File: config.mk
export PLATFORM = sky130hd
export DESIGN_NAME = dvs_frame_readout_ctrl_flat
export DESIGN_NICKNAME = d
export VERILOG_FILES = /design/src/rtl/dvs_stream_pkg.sv /design/src/rtl/dvs_frame_readout_ctrl_if.sv /design/src/rtl/dvs_stream_fifo.sv /design/src/rtl/dvs_frame_readout_ctrl.sv /design/src/flat_wrapper.sv
export SDC_FILE = /design/constraint.sdc
export NUM_CORES = 1
export LEC_CHECK = 0
export CAP_MARGIN = 20
export CORE_MARGIN = 5
export CORE_UTILIZATION = 31
export CTS_BUF_LIST = sky130_fd_sc_hd__clkbuf_2
export DETAILED_ROUTE_END_ITERATION = 10
export PLACE_DENSITY = 0.57
export SLEW_MARGIN = 20
export SYNTH_ARGS = -nofsm -noshare
export SYNTH_HDL_FRONTEND = slang
export SYNTH_HIERARCHICAL = 1
export SYNTH_SLANG_ARGS = --single-unit
File: constraint.sdc
create_clock -name pclk -period 3.4 [get_ports pclk]
set_clock_uncertainty 0.1 [all_clocks]
set_input_delay 0.85 -clock pclk [delete_from_list [all_inputs] [get_ports pclk]]
set_output_delay 0.85 -clock pclk [all_outputs]
set_load 0.02 [all_outputs]
File: src/rtl/dvs_stream_pkg.sv
// Shared types and constants for the DVS frame readout path.
// A beat is one stream word together with its frame/line markers.
package dvs_stream_pkg;

    localparam int         H_RES_DEF = 320;
    localparam int         V_RES_DEF = 240;
    localparam int         FRAME_PIX = H_RES_DEF * V_RES_DEF;
    localparam logic [7:0] ALPHA     = 8'hFF;

    typedef struct packed {
        logic        last_of_frame;
        logic        tuser;
        logic        tlast;
        logic [31:0] tdata;
    } beat_t;

    typedef enum logic [1:0] {
        IDLE,
        STREAM,
        FLUSH
    } state_t;

    function automatic logic [31:0] pack_tdata(input logic [9:0] ref_val, input logic [7:0] pix);
        return {ALPHA, 6'd0, ref_val, pix};
    endfunction

endpackage

File: src/rtl/dvs_frame_readout_ctrl_if.sv
// AXI4-Stream video link carrying DVS pixels out of the frame buffer.
interface dvs_frame_readout_ctrl_if;

    logic        tvalid;
    logic        tready;
    logic [31:0] tdata;
    logic        tuser;
    logic        tlast;

    modport master (output tvalid, tdata, tuser, tlast, input tready);
    modport slave  (input tvalid, tdata, tuser, tlast, output tready);

endinterface

File: src/rtl/dvs_stream_fifo.sv
// Small first-word-fall-through FIFO of stream beats; the head is valid
// whenever count is non-zero and only moves on rd_en.
module dvs_stream_fifo
    import dvs_stream_pkg::*;
#(
    parameter int DEPTH = 4,
    localparam int CNT_W = $clog2(DEPTH + 1)
) (
    input  logic             pclk,
    input  logic             reset,
    input  logic             wr_en,
    input  beat_t            wr_data,
    input  logic             rd_en,
    output beat_t            head,
    output logic [CNT_W-1:0] count,
    output logic             empty
);

    localparam int PTR_W = (DEPTH > 1) ? $clog2(DEPTH) : 1;

    beat_t            mem [DEPTH];
    logic [PTR_W-1:0] wr_ptr;
    logic [PTR_W-1:0] rd_ptr;

    function automatic logic [PTR_W-1:0] ptr_inc(input logic [PTR_W-1:0] p);
        return (p == PTR_W'(DEPTH - 1)) ? '0 : p + 1'b1;
    endfunction

    // Storage is cleared on reset so the stream data reads as zero after an abort.
    always_ff @(posedge pclk or negedge reset) begin
        if (!reset) begin
            for (int i = 0; i < DEPTH; i++) mem[i] <= '0;
            wr_ptr <= '0;
            rd_ptr <= '0;
            count  <= '0;
        end else begin
            if (wr_en) begin
                mem[wr_ptr] <= wr_data;
                wr_ptr      <= ptr_inc(wr_ptr);
            end
            if (rd_en) rd_ptr <= ptr_inc(rd_ptr);
            case ({wr_en, rd_en})
                2'b10:   count <= count + 1'b1;
                2'b01:   count <= count - 1'b1;
                default: ;
            endcase
        end
    end

    assign head  = mem[rd_ptr];
    assign empty = (count == '0);

endmodule

File: src/rtl/dvs_frame_readout_ctrl.sv
// Streams one DVS frame from the frame buffer to an AXI4-Stream master,
// credit-limiting buffer reads so the output FIFO can never overflow.
//
// state  | meaning
// IDLE   | waiting for frame_req
// STREAM | issuing buffer reads, one per cycle while credit allows
// FLUSH  | all reads issued, draining FIFO until the last beat is accepted
module dvs_frame_readout_ctrl
    import dvs_stream_pkg::*;
#(
    parameter int H_RES      = H_RES_DEF,
    parameter int V_RES      = V_RES_DEF,
    parameter int ADDR_W     = 17,
    parameter int RD_LAT     = 1,
    parameter int FIFO_DEPTH = 4
) (
    input  logic                      pclk,
    input  logic                      reset,
    input  logic                      frame_req,
    output logic                      buf_rd_en,
    output logic [ADDR_W-1:0]         buf_addr,
    input  logic [7:0]                buf_pix,
    input  logic [9:0]                buf_ref,
    dvs_frame_readout_ctrl_if.master  m_axis,
    output logic                      busy,
    output logic                      frame_done,
    output logic                      req_dropped
);

    localparam int CNT_W = $clog2(FIFO_DEPTH + 1);
    localparam int USE_W = CNT_W + 1;
    localparam int COL_W = (H_RES > 1) ? $clog2(H_RES) : 1;
    localparam int ROW_W = (V_RES > 1) ? $clog2(V_RES) : 1;
    localparam logic [ADDR_W-1:0] LAST_ADDR = ADDR_W'(H_RES * V_RES - 1);
    localparam logic [COL_W-1:0]  COL_LAST  = COL_W'(H_RES - 1);

    state_t           state;
    logic [COL_W-1:0] col;
    logic [ROW_W-1:0] row;
    logic             pending;
    logic [CNT_W-1:0] inflight;
    logic [CNT_W-1:0] fifo_count;
    logic             fifo_empty;
    logic [RD_LAT-1:0] pipe_vld;
    logic [2:0]       pipe_sb [RD_LAT];
    beat_t            fifo_wr_data;
    beat_t            head;
    logic             land;
    logic             pop;
    logic [USE_W-1:0] used_next;
    logic             credit_ok;

    assign land = pipe_vld[RD_LAT-1];
    assign pop  = m_axis.tvalid & m_axis.tready;

    // Read strobe is registered, so credit is judged on next cycle's occupancy;
    // landing data just moves from inflight to the FIFO and nets out.
    assign used_next = USE_W'(fifo_count) + USE_W'(inflight) + USE_W'(buf_rd_en) - USE_W'(pop);
    assign credit_ok = (used_next < USE_W'(FIFO_DEPTH));

    always_ff @(posedge pclk or negedge reset) begin
        if (!reset) begin
            pipe_vld <= '0;
            for (int i = 0; i < RD_LAT; i++) pipe_sb[i] <= '0;
        end else begin
            pipe_vld[0] <= buf_rd_en;
            pipe_sb[0]  <= {buf_addr == LAST_ADDR, buf_addr == '0, col == COL_LAST};
            for (int i = 1; i < RD_LAT; i++) begin
                pipe_vld[i] <= pipe_vld[i-1];
                pipe_sb[i]  <= pipe_sb[i-1];
            end
        end
    end

    always_ff @(posedge pclk or negedge reset) begin
        if (!reset) begin
            inflight <= '0;
        end else begin
            case ({buf_rd_en, land})
                2'b10:   inflight <= inflight + 1'b1;
                2'b01:   inflight <= inflight - 1'b1;
                default: ;
            endcase
        end
    end

    always_comb begin
        fifo_wr_data               = '0;
        fifo_wr_data.last_of_frame = pipe_sb[RD_LAT-1][2];
        fifo_wr_data.tuser         = pipe_sb[RD_LAT-1][1];
        fifo_wr_data.tlast         = pipe_sb[RD_LAT-1][0];
        fifo_wr_data.tdata         = pack_tdata(buf_ref, buf_pix);
    end

    dvs_stream_fifo #(
        .DEPTH (FIFO_DEPTH)
    ) u_fifo (
        .pclk    (pclk),
        .reset   (reset),
        .wr_en   (land),
        .wr_data (fifo_wr_data),
        .rd_en   (pop),
        .head    (head),
        .count   (fifo_count),
        .empty   (fifo_empty)
    );

    always_ff @(posedge pclk or negedge reset) begin
        if (!reset) begin
            state     <= IDLE;
            buf_rd_en <= 1'b0;
            buf_addr  <= '0;
            col       <= '0;
            row       <= '0;
            pending   <= 1'b0;
        end else begin
            case (state)
                IDLE: begin
                    if (frame_req) begin
                        state     <= STREAM;
                        buf_rd_en <= 1'b1;
                        buf_addr  <= '0;
                        col       <= '0;
                        row       <= '0;
                    end
                end
                STREAM: begin
                    if (buf_rd_en && buf_addr == LAST_ADDR) begin
                        state     <= FLUSH;
                        buf_rd_en <= 1'b0;
                    end else begin
                        buf_rd_en <= credit_ok;
                        if (buf_rd_en) begin
                            buf_addr <= buf_addr + 1'b1;
                            if (col == COL_LAST) begin
                                col <= '0;
                                row <= row + 1'b1;
                            end else begin
                                col <= col + 1'b1;
                            end
                        end
                    end
                end
                FLUSH: begin
                    buf_rd_en <= 1'b0;
                    // A request landing on the done cycle counts as already pending.
                    if (frame_done) begin
                        if (pending || frame_req) begin
                            state     <= STREAM;
                            buf_rd_en <= 1'b1;
                            buf_addr  <= '0;
                            col       <= '0;
                            row       <= '0;
                        end else begin
                            state <= IDLE;
                        end
                    end
                end
                default: state <= IDLE;
            endcase

            if (state != IDLE) begin
                if (frame_done)     pending <= pending & frame_req;
                else if (frame_req) pending <= 1'b1;
            end
        end
    end

    assign m_axis.tvalid = ~fifo_empty;
    assign m_axis.tdata  = head.tdata;
    assign m_axis.tuser  = head.tuser;
    assign m_axis.tlast  = head.tlast;

    assign busy        = (state != IDLE);
    assign frame_done  = pop & head.last_of_frame;
    assign req_dropped = frame_req & pending & ~frame_done;

endmodule

File: src/flat_wrapper.sv
// flat-port wrapper written by rule: the top's interface ports become plain ports
module dvs_frame_readout_ctrl_flat import dvs_stream_pkg::*;
#(
    parameter int H_RES      = H_RES_DEF,
    parameter int V_RES      = V_RES_DEF,
    parameter int ADDR_W     = 17,
    parameter int RD_LAT     = 1,
    parameter int FIFO_DEPTH = 4
)
  (pclk, reset, frame_req, buf_rd_en, buf_addr, buf_pix, buf_ref, busy, frame_done, req_dropped, m_axis_tvalid, m_axis_tdata, m_axis_tuser, m_axis_tlast, m_axis_tready);
  dvs_frame_readout_ctrl_if m_axis_i ();
  input  logic pclk;
  input  logic reset;
  input  logic frame_req;
  output logic buf_rd_en;
  output logic [ADDR_W-1:0] buf_addr;
  input  logic [7:0] buf_pix;
  input  logic [9:0] buf_ref;
  output logic busy;
  output logic frame_done;
  output logic req_dropped;
  output wire logic [$bits(m_axis_i.tvalid)-1:0] m_axis_tvalid;
  output wire logic [$bits(m_axis_i.tdata)-1:0] m_axis_tdata;
  output wire logic [$bits(m_axis_i.tuser)-1:0] m_axis_tuser;
  output wire logic [$bits(m_axis_i.tlast)-1:0] m_axis_tlast;
  input wire logic [$bits(m_axis_i.tready)-1:0] m_axis_tready;
  assign m_axis_tvalid = m_axis_i.tvalid;
  assign m_axis_tdata = m_axis_i.tdata;
  assign m_axis_tuser = m_axis_i.tuser;
  assign m_axis_tlast = m_axis_i.tlast;
  assign m_axis_i.tready = m_axis_tready;
  dvs_frame_readout_ctrl #(.H_RES(H_RES), .V_RES(V_RES), .ADDR_W(ADDR_W), .RD_LAT(RD_LAT), .FIFO_DEPTH(FIFO_DEPTH)) u_core (.pclk(pclk), .reset(reset), .frame_req(frame_req), .buf_rd_en(buf_rd_en), .buf_addr(buf_addr), .buf_pix(buf_pix), .buf_ref(buf_ref), .m_axis(m_axis_i), .busy(busy), .frame_done(frame_done), .req_dropped(req_dropped));
endmodule
==> impl_metrics.toml <==
[sta]
final.period_utilization_pct = 95.2
setup_violations = 0
max_freq_mhz = 309
rsz0062_at_grt = "true"
worstMarginPinSlew_ns = 0.791
fin_hold_ws_ns = 0.403
relSlewSlack_pct = 47.3
layout_min_cycle_time_ns = 3.24
hold_viol = 0
worst_slack_ns = 0.162
finalMaxSlewViolations = 0

[route]
drc = 0
routed.top_layer = "met4"
wl_per_cell_microns = 16.7
wl_met1_mm = 9.63
dr_wl_met2_mm = 9.11
wl_mm = 19.8
num_vias = 5510
drtAntennaViolNets = 0
drt-vias-per-instance = 4.65
drtIter0Drc = 265
dr_wl_met3_microns = 880
drtPass1Iterations = 5

[power]
power_frac_clock_pct = 10.1
p_leak_nw = 5.16
power_density_mw_per_mm2 = 991
swShare_pct = 38.3
p_int_w = 0.00668
p_comb_share_pct = 54.1
seqPwrFrac_pct = 35.7
p_sw_w = 0.00414
peakVddDrop_uv = 304

[cts]
insertion_delay_ns = 0.72
ctsRootBufferMaster = "clkbuf_2"
clk_pin_slew_ns = 0.27
clockBufferDepth = 2
htreeDepth = 4
cts_buffers = 17
cts.sinks = 184
tritoncts = "yes"

[die]
core_area_sq_mm = 0.0299
design.die.area_sq_mm = 0.0340
die_w_microns = 184
io_pins = 78
fp-row-count = 63
die_y_microns = 184
initial_core_util_pct = 31.6

[worst_setup_path]
crit_type = "reg -> out"
reg2reg_depth = 9
cp.required_ns = 2.45
worst_path_dominant_cell_family = "multiplexers"
crit_path_frequent_cell = "buf_4"
cpPeakStageDelay_ns = 0.54
critPathLaunchType = "flip-flop"
r2r_setup_slack_ns = 0.44
worst-path-max-fanout = 4
crit_arrival_ns = 2.29
cp-end-kind = "output pin"
worstPathCellList = "buf_4 -> mux4_2 -> nand3b_4 -> and3_1 -> buf_4"
r2r_start = "u_core/u_fifo/rd_ptr[0]"
worstReg2RegEnd = "u_core/buf_addr[10]"
cp_slowest_cell = "mux4_2"
critPathBufInv = 2

[yosys]
ys.flop_type = "dfrtp_1"
avgSynthCellArea_sq_um = 14.7
async_reset_ff_share_pct = 100
synthesis.area_sq_mm = 0.00944
synth_edf_count = 0
netlist_top_cells_count = "dfrtp_1, mux2_4, mux4_2"
post_synth_num_cell_types = 60
synth-seq-cells = 184
syn_inst = 641
ys_warn_count = 6
synth.area.top_cells = "dfrtp_1, mux2_4, mux4_2"
yosysMostFrequentCell = "dfrtp_1"
synth.largest_area_cell = "dfrtp_1"
synth_top_area_share_pct = 48.8
ys_seq_area_share_pct = 48.8

[outcome]
status = "completed"

[placement]
pre_cts_ws_ns = 0.226
numPortBuffers = 77
globalplace.congestion = 0.742
dp_hpwl_mm = 12.2

[grt]
grt_use_total_pct = 12.0
grt_first_pass_wirelength_mm = 32.3
grt_overflow_total = 0
antenna_found_initial = 1
first_global_vias = 5836
grt_max_degree = 79

[final_layout]
drive_above_1_share_pct = 34.3
num-nets-final = 823
fill_cells = 2834
syn2layout_area_growth_pct = 15.7

[worst_hold_path]
hold_class = "reg -> reg"
whs_endpoint = "u_core/inflight[0]"
hold_start = "u_core/inflight[0]"
holdPathStages = 1

[flow_run]
drv_cap = 0
==> worst max-delay path by stage <==
stage / from / end / slack, ns / depth (start not counted)
floorplan: m_axis_tready / u_core/buf_rd_en / 0.89 / 8
global placement: m_axis_tready / req_dropped / 0.23 / 4
detailed placement: m_axis_tready / req_dropped / 0.23 / 4
CTS: u_core/u_fifo/rd_ptr[0] / m_axis_tdata[24] / -0.02 / 3
global route: u_core/u_fifo/rd_ptr[0] / req_dropped / -0.05 / 5
finish: u_core/u_fifo/rd_ptr[0] / req_dropped / 0.16 / 5
==> layer usage <==
metal / track usage, % / vias up
met1: 16.6 / 2813
met2: 19.2 / 91
li1: - / 2595
met5: 0 / -
met3: 3.14 / 11
met4: 2.37 / 0
==> kinds of logic after synthesis <==
kind of cell	Yosys count	synth area share, %
AOI/OAI and AO/OA	62	4.64
adders and majority gates	21	2.94
xor gates and xnor gates	8	0.742
other	2	0.0796
and+or+nand+nor	122	7.68
DFF	184	48.8
buffers and inverters	61	4.34
muxes	181	30.8
==> metrics by stage <==
step	TNS (ns)	total power, W	cell area, sq um	cells	utilization, %
floorplan	0	0.00829	9640	695	-
global placement	0	0.00999	10700	1141	35.9
detailed placement	0	0.0101	10700	1141	35.9
CTS	-0.0672	0.0110	11000	1179	36.7
global route	-0.0698	0.0116	10900	1184	36.5
finish	0	0.0108	10900	1184	36.5
==> layout make-up <==
cell class | count | area [sq um] | area share [%]
repair buffers | 100 | 872 | 7.99
clock inverters | 15 | 148 | 1.35
multi-input cells | 450 | 4610 | 42.3
flip-flops and latches | 184 | 4610 | 42.2
diodes | 1 | 2.50 | 0.0229
well taps | 390 | 488 | 4.47
inverters | 27 | 103 | 0.940
clock buffers | 17 | 85.1 | 0.779
==> placed cells by master (no fill, tap or decap), types with 11 or more instances in the layout <==
master,n
inv_1,26
o21ai_0,11
conb_1,56
mux4_2,31
mux2_4,120
nor2_1,11
nor3_1,11
clkdlybuf4s50_1,40
mux2_2,23
dfrtp_1,182
nand3_1,16
clkbuf_2,31
buf_4,17
nand2_1,24
ha_1,19
buf_2,14
==> state kept, by name, indices dropped and copies added (netlist names) <==
name / flops
u_core/u_fifo/mem: 140
u_core/buf_addr: 17
u_core/col: 9
u_core/inflight: 3
u_core/pipe_sb: 3
u_core/u_fifo/count: 3
u_core/state: 2
u_core/u_fifo/rd_ptr: 2
u_core/u_fifo/wr_ptr: 2
u_core/buf_rd_en: 1
u_core/land: 1
u_core/pending: 1
==> timing repair <==
item,in CTS,in global routing
gates cloned,1,0
endpoints found under the setup margin,36,36
buffers inserted,4,5
hold endpoints to repair,75,0
pin swaps,1,1
hold buffers,1,0
gates resized for setup,87,37
==> worst reg2reg max path, stage by stage (launching register included) <==
cell and delay (ns):
dfrtp_2 0.52, buf_4 0.15, mux4_2 0.37, nand3b_4 0.09, buf_4 0.14, buf_4 0.13, o21a_1 0.20, or3_4 0.53
or3_1 0.40, o311ai_1 0.25
==> power by group through the flow <==
stage	clock [W]	combinational, W	sequential (W)
CTS	0.00118	0.00601	0.00387
global placement	0	0.00611	0.00388
floorplan	0	0.00455	0.00373
detailed placement	0	0.00620	0.00389
global route	0.00126	0.00632	0.00400
finish	0.00110	0.00586	0.00387
No activity file was read; power rests on OpenSTA's default activity.
